===== src/rtl/data_mem_pkg.sv =====
// Shared encodings and helpers for the byte-addressable data memory.
// Optional clear engine is selected with DATA_MEM_CLEAR_EN.
package data_mem_pkg;

   localparam logic [1:0] SZ_BYTE   = 2'b00;
   localparam logic [1:0] SZ_HALF   = 2'b01;
   localparam logic [1:0] SZ_WORD   = 2'b10;
   localparam logic [1:0] SZ_DOUBLE = 2'b11;

   typedef enum logic {
      ST_CLEAR = 1'b0,
      ST_READY = 1'b1
   } state_e;

   // Lane is zero-padded to 3 bits so one check serves both word widths.
   function automatic logic data_mem_misaligned(input logic [1:0] size,
                                                input logic [2:0] lane,
                                                input logic       wide64);
      logic bad;
      bad = 1'b0;
      case (size)
         SZ_BYTE: bad = 1'b0;
         SZ_HALF: bad = lane[0];
         SZ_WORD: bad = |lane[1:0];
         default: bad = (|lane) | ~wide64;
      endcase
      return bad;
   endfunction

endpackage


===== src/rtl/data_mem_lane_align.sv =====
// Byte-lane steering: write enables and shifted store data, plus load
// extraction with sign/zero extension. Purely combinational.
module data_mem_lane_align
   import data_mem_pkg::*;
#(
   parameter int WIDTH = 32,
   localparam int NB   = WIDTH / 8,
   localparam int OFS  = $clog2(NB)
) (
   input  logic [OFS-1:0]   i_lane,
   input  logic [1:0]       i_size,
   input  logic             i_unsigned,
   input  logic [WIDTH-1:0] i_wdata,
   input  logic [WIDTH-1:0] i_word,
   output logic [NB-1:0]    o_byteEn,
   output logic [WIDTH-1:0] o_wdata,
   output logic [WIDTH-1:0] o_rdata
);

   logic [NB-1:0]    w_mask;
   logic [WIDTH-1:0] w_shifted;

   always_comb begin
      w_mask = '0;
      case (i_size)
         SZ_BYTE: w_mask = NB'(1);
         SZ_HALF: w_mask = NB'(3);
         SZ_WORD: w_mask = NB'(15);
         default: w_mask = '1;
      endcase
      o_byteEn  = w_mask << i_lane;
      o_wdata   = i_wdata << {i_lane, 3'b000};
      w_shifted = i_word >> {i_lane, 3'b000};
   end

   // Word loads extend from bit 31 even when the array is 64 bits wide.
   always_comb begin
      o_rdata = '0;
      case (i_size)
         SZ_BYTE: o_rdata = i_unsigned ? WIDTH'(w_shifted[7:0])
                                       : WIDTH'($signed(w_shifted[7:0]));
         SZ_HALF: o_rdata = i_unsigned ? WIDTH'(w_shifted[15:0])
                                       : WIDTH'($signed(w_shifted[15:0]));
         SZ_WORD: o_rdata = i_unsigned ? WIDTH'(w_shifted[31:0])
                                       : WIDTH'($signed(w_shifted[31:0]));
         default: o_rdata = w_shifted;
      endcase
   end

endmodule


===== src/rtl/data_mem_byte.sv =====
// Byte-addressable data memory for the single-cycle MIPS datapath.
// Define DATA_MEM_CLEAR_EN to include the post-reset clear sweep.
module data_mem_byte
   import data_mem_pkg::*;
#(
   parameter int WIDTH      = 32,
   parameter int DEPTH      = 128,
   parameter int AD_WIDTH   = 32,
   parameter int TEST_WIDTH = 16
) (
   input  logic                  clk,
   input  logic                  Res,
   input  logic [AD_WIDTH-1:0]   Address,
   input  logic [WIDTH-1:0]      WData,
   input  logic [1:0]            Size,
   input  logic                  Unsigned,
   input  logic                  Rd_En,
   input  logic                  Wr_En,
   output logic [WIDTH-1:0]      RData,
   output logic                  Busy,
   output logic                  Misaligned,
   output logic                  Fault,
   output logic [TEST_WIDTH-1:0] Test_value
);

   localparam int NB  = WIDTH / 8;
   localparam int OFS = $clog2(NB);
   localparam int IDX = $clog2(DEPTH);

   logic [WIDTH-1:0] r_mem [DEPTH];
   logic             r_fault;

   logic [IDX-1:0]   w_index;
   logic [OFS-1:0]   w_lane;
   logic             w_misaligned;
   logic             w_busy;
   logic             w_storeEn;
   logic             w_clrWrite;
   logic [IDX-1:0]   w_clrIdx;
   logic [NB-1:0]    w_byteEn;
   logic [WIDTH-1:0] w_wdataSteered;
   logic [WIDTH-1:0] w_loadData;
   logic             w_unusedAddr;

   assign w_index      = Address[OFS+IDX-1:OFS];
   assign w_lane       = Address[OFS-1:0];
   assign w_unusedAddr = ^Address[AD_WIDTH-1:OFS+IDX];
   assign w_misaligned = data_mem_misaligned(Size, 3'(w_lane), WIDTH == 64);

`ifdef DATA_MEM_CLEAR_EN
   state_e         r_state;
   state_e         w_nextState;
   logic [IDX-1:0] r_cnt;

   always_ff @(posedge clk) begin
      if (Res) begin
         r_state <= ST_CLEAR;
         r_cnt   <= '0;
      end else begin
         r_state <= w_nextState;
         if (r_state == ST_CLEAR)
            r_cnt <= r_cnt + IDX'(1);
      end
   end

   always_comb begin
      w_nextState = r_state;
      case (r_state)
         ST_CLEAR: if (r_cnt == IDX'(DEPTH - 1)) w_nextState = ST_READY;
         default:  w_nextState = r_state;
      endcase
   end

   // Holding Res keeps rewriting word 0, so the sweep restarts cleanly.
   assign w_busy     = Res | (r_state == ST_CLEAR);
   assign w_clrWrite = w_busy;
   assign w_clrIdx   = Res ? '0 : r_cnt;
`else
   assign w_busy     = 1'b0;
   assign w_clrWrite = 1'b0;
   assign w_clrIdx   = '0;
`endif

   data_mem_lane_align #(.WIDTH(WIDTH)) u_align (
      .i_lane     (w_lane),
      .i_size     (Size),
      .i_unsigned (Unsigned),
      .i_wdata    (WData),
      .i_word     (r_mem[w_index]),
      .o_byteEn   (w_byteEn),
      .o_wdata    (w_wdataSteered),
      .o_rdata    (w_loadData)
   );

   assign w_storeEn = Wr_En & ~w_busy & ~w_misaligned;

   always_ff @(posedge clk) begin
      if (w_clrWrite) begin
         r_mem[w_clrIdx] <= '0;
      end else if (w_storeEn) begin
         for (int b = 0; b < NB; b++)
            if (w_byteEn[b]) r_mem[w_index][b*8 +: 8] <= w_wdataSteered[b*8 +: 8];
      end
   end

   always_ff @(posedge clk) begin
      if (Res)
         r_fault <= 1'b0;
      else if (!w_busy && w_misaligned && (Wr_En || Rd_En))
         r_fault <= 1'b1;
   end

   assign RData      = (w_busy | w_misaligned) ? '0 : w_loadData;
   assign Busy       = w_busy;
   assign Misaligned = w_misaligned;
   assign Fault      = r_fault;
   assign Test_value = r_mem[0][TEST_WIDTH-1:0];

endmodule


===== config.mk =====
export PLATFORM = sky130hd
export DESIGN_NAME = data_mem_byte
export DESIGN_NICKNAME = d
export VERILOG_FILES = /design/src/rtl/data_mem_pkg.sv /design/src/rtl/data_mem_lane_align.sv /design/src/rtl/data_mem_byte.sv
export SDC_FILE = /design/constraint.sdc
export NUM_CORES = 2
export LEC_CHECK = 0
export ABC_CLOCK_PERIOD_IN_PS = 19600
export BUFFER_PORTS_ARGS = -buffer_cell sky130_fd_sc_hd__buf_4
export CAP_MARGIN = 20
export CORE_ASPECT_RATIO = 1.5
export CORE_MARGIN = 2
export CORE_UTILIZATION = 28
export DETAILED_ROUTE_END_ITERATION = 8
export PLACE_DENSITY = 0.48
export SKIP_CTS_REPAIR_TIMING = 1
export SLEW_MARGIN = 30
export SYNTH_ARGS = -nofsm -noshare
export SYNTH_HDL_FRONTEND = slang
export SYNTH_SLANG_ARGS = --single-unit
export TNS_END_PERCENT = 30

===== constraint.sdc =====
create_clock -name clk -period 19.6 [get_ports clk]
set_clock_uncertainty 0.15 [all_clocks]
set_input_delay 0.98 -clock clk [delete_from_list [all_inputs] [get_ports clk]]
set_output_delay 0.98 -clock clk [all_outputs]
set_load 0.03 [all_outputs]

==> qor.yml <==
run_status:
  status: "finished, final reports clean"
synthesis:
  synth_ff_type: "edfxtp_1"
  yosys_warnings: 0
  synth_enable_flop_cells: 4096
  ys_seq_area_share_pct: 76.7
  synthCells: 9209
  yosysTopAreaCellShare_pct: 76.7
  yosys-top-cells-area: "edfxtp_1, mux2_2, a221oi_1"
  synthArstFlopShare_pct: 0
  synth_top_cell_by_area: "edfxtp_1"
  syn_area_sq_mm: 0.160
  ys_ff_latch: 4097
  syn_nets: 9280
  syn_avg_cell_area_sq_um: 17.4
  ys_types: 98
setup_path:
  worstPathCellList: "buf_8 > buf_4 > buf_4 > and3b_4 > buf_4 > buf_4 > buf_4 > a22oi_1 > o2111a_1 > a311oi_2 > a31oi_1 > o211ai_1 > buf_4 > o211ai_1 > a21oi_1 > buf_4"
  cp_common_cell: "buf_4"
  required_ns: 18.47
  slowest_delay_ns: 0.80
  cp_max_fo: 44
  path_delay_family: "buffers and inverters"
  cpMaxStageDelayCell: "a21oi_1"
  crit_path_start_kind: "input port"
  worst-path-buf-inv: 8
  cp-end-kind: "primary output"
  cp.arrival_ns: 8.40
  crit_type: "input port to primary output"
job:
  drv_cap: 0
global_route:
  grt_pass1_vias: 93800
  overflow: 0
  grt_max_degree: 99
  grt_util_all_layers_pct: 22.2
  grt_pass1_wl_um: 874000
  antenna_found_initial: 59
place:
  globalplace.congestion: 0.940
  port_buffers: 97
  dp_hpwl_um: 431000
final_layout:
  drive_above_1_share_pct: 19.8
  syn_to_final_growth_pct: 14.8
  final_util_pct: 32.2
  final_nets: 9466
  nFillCells: 55000
route:
  viasPerCell: 5.63
  drc: 0
  drt-pass1-iter-count: 8
  totalWireLength_um: 664000
  wl_per_cell_um: 38.4
  postRouteAntennaNets: 0
  num_vias: 97400
  initialDrtViolationCount: 13500
floorplanning:
  die_h_um: 931
  initial_utilization_pct: 28.1
  core_sq_mm: 0.571
  io-pin-count: 122
  row_count: 340
  die_w_um: 622
  die_area_sq_mm: 0.579
sta:
  whs_ns: 0.133
  slew_headroom_pct: 20.4
  finalSetupTns_ns: 0
  period_share_pct: 48.6
  tightest_slew_ns: 1.19
  fmaxAchievable_mhz: 105
  setup-violations-final: 0
  rsz0062_at_grt: "false"
  report.final.slew_viol_count: 0
  fin_crit_ns: 9.53
  hold_viol_final: 0
pwr:
  ir_drop_mv: 0.0726
  leakagePower_nw: 52.1
  power.density_mw_per_mm2: 101
clocking:
  cts_sinks: 4097
  cts_root_buf: "clkbuf_16"
  htreeDepth: 5
  clockBufferDepth: 4
  tritoncts: "yes"
  cts_buffers: 388
  clk_latency_ns: 1.01
  clkTransAtPathRegs_ns: 0.08
worst_hold_path:
  hold_class: "input port to register"
## state kept, by name, indices dropped and copies added, names as in the netlist
register and flops:
Fault 1, r_mem 4096
## logic make-up after synthesis
logic type,Yosys count,share of synthesized area [%]
compound gates,2167,10.4
xor+xnor,3,0.0164
buf+inv,724,2.47
flops,4097,76.7
mux,854,6.62
other cells,1,0.00234
simple gates,1363,3.75
## stage by stage
step,setup slack [ns],total power [mW],cell area [sq um],std cells
2_1_floorplan,10.82,10.5,160000,9209
3_3_place_gp,10.07,11.2,170000,16500
3_5_place_dp,10.41,11.2,171000,16500
4_1_cts,10.38,18.6,183000,17200
5_1_grt,10.28,19.0,184000,17300
6_report,10.07,18.6,184000,17300
## cells in the mapped netlist (all sizes together) (15+ instances only)
| cell type | instances |
|---|---|
| o21ai | 199 |
| a22oi | 474 |
| a311oi | 19 |
| mux2 | 389 |
| o2111ai | 23 |
| nand4 | 55 |
| nand2 | 319 |
| and2 | 19 |
| nor2 | 738 |
| mux4 | 125 |
| a222oi | 31 |
| a22o | 110 |
| a31oi | 65 |
| a21oi | 222 |
| nand3 | 56 |
| a2111oi | 28 |
| o22ai | 53 |
| a211oi | 45 |
| inv | 15 |
| mux2i | 340 |
| edfxtp | 4096 |
| clkbuf | 211 |
| a32oi | 15 |
| and3 | 24 |
| nor3 | 19 |
| a41oi | 21 |
| a221oi | 449 |
| o211ai | 60 |
| buf | 496 |
| a221o | 118 |
| o2bb2ai | 78 |
| nor2b | 19 |
| o221ai | 43 |
| nand2b | 19 |
## path summary, 6_finish.rpt
path / from / endpoint / slack [ns] / cells after the start
worst max register to register: Fault$_SDFFE_PP0P_ / Fault$_SDFFE_PP0P_ / 18.90 / 2
worst min register to register: Fault$_SDFFE_PP0P_ / Fault$_SDFFE_PP0P_ / 0.30 / 2
worst max-delay path: Address[4] / RData[2] / 10.07 / 16
worst min-delay path: Rd_En / Fault$_SDFFE_PP0P_ / 0.13 / 3
## cells in the final DEF, fill, tap and decap left out, types with 123 or more instances in the layout
cell,Yosys,final
a21oi_1,222,211
a221oi_1,448,445
a22oi_1,474,474
buf_4,133,450
clkbuf_16,0,397
edfxtp_1,4096,4096
mux2_2,387,387
mux2i_1,340,339
mux4_2,123,123
nand2_1,319,307
nor2_1,735,493
nor2_2,3,225
o21ai_0,196,184
## per-layer routing
metal | vias up | GRT usage [%] | share of wire [%]
met3 | 1322 | 4.44 | 9.1
li1 | 38300 | - | -
met2 | 5970 | 36.2 | 47
met4 | 18 | 15.7 | 8.1
met1 | 51800 | 26.2 | 36
met5 | - | 0.394 | 0.017
## report_power, final
part	switching [mW]	internal [mW]	total [mW]	leakage, nW
sequential	0.00209	9.70	9.70	33.4
combinational	1.03	0.309	1.34	12.7
clock	3.38	4.18	7.56	6.00
## tightest hold or removal path, cell delays in order
cell     delay [ns]
buf_4          0.08
o21ai_0        0.07
a21oi_1        0.14
## final cells by class
type,instances,area [sq um],area share [%]
Tap cell,7524,9410,5.12
Multi-Input combinational cell,4388,34700,18.9
Clock buffer,480,10200,5.57
Inverter,17,83.8,0.0456
Antenna cell,73,183,0.0993
Sequential cell,4097,123000,66.9
Timing Repair Buffer,503,4220,2.29
Clock inverter,217,2060,1.12
(Power assumes the default switching activity.)
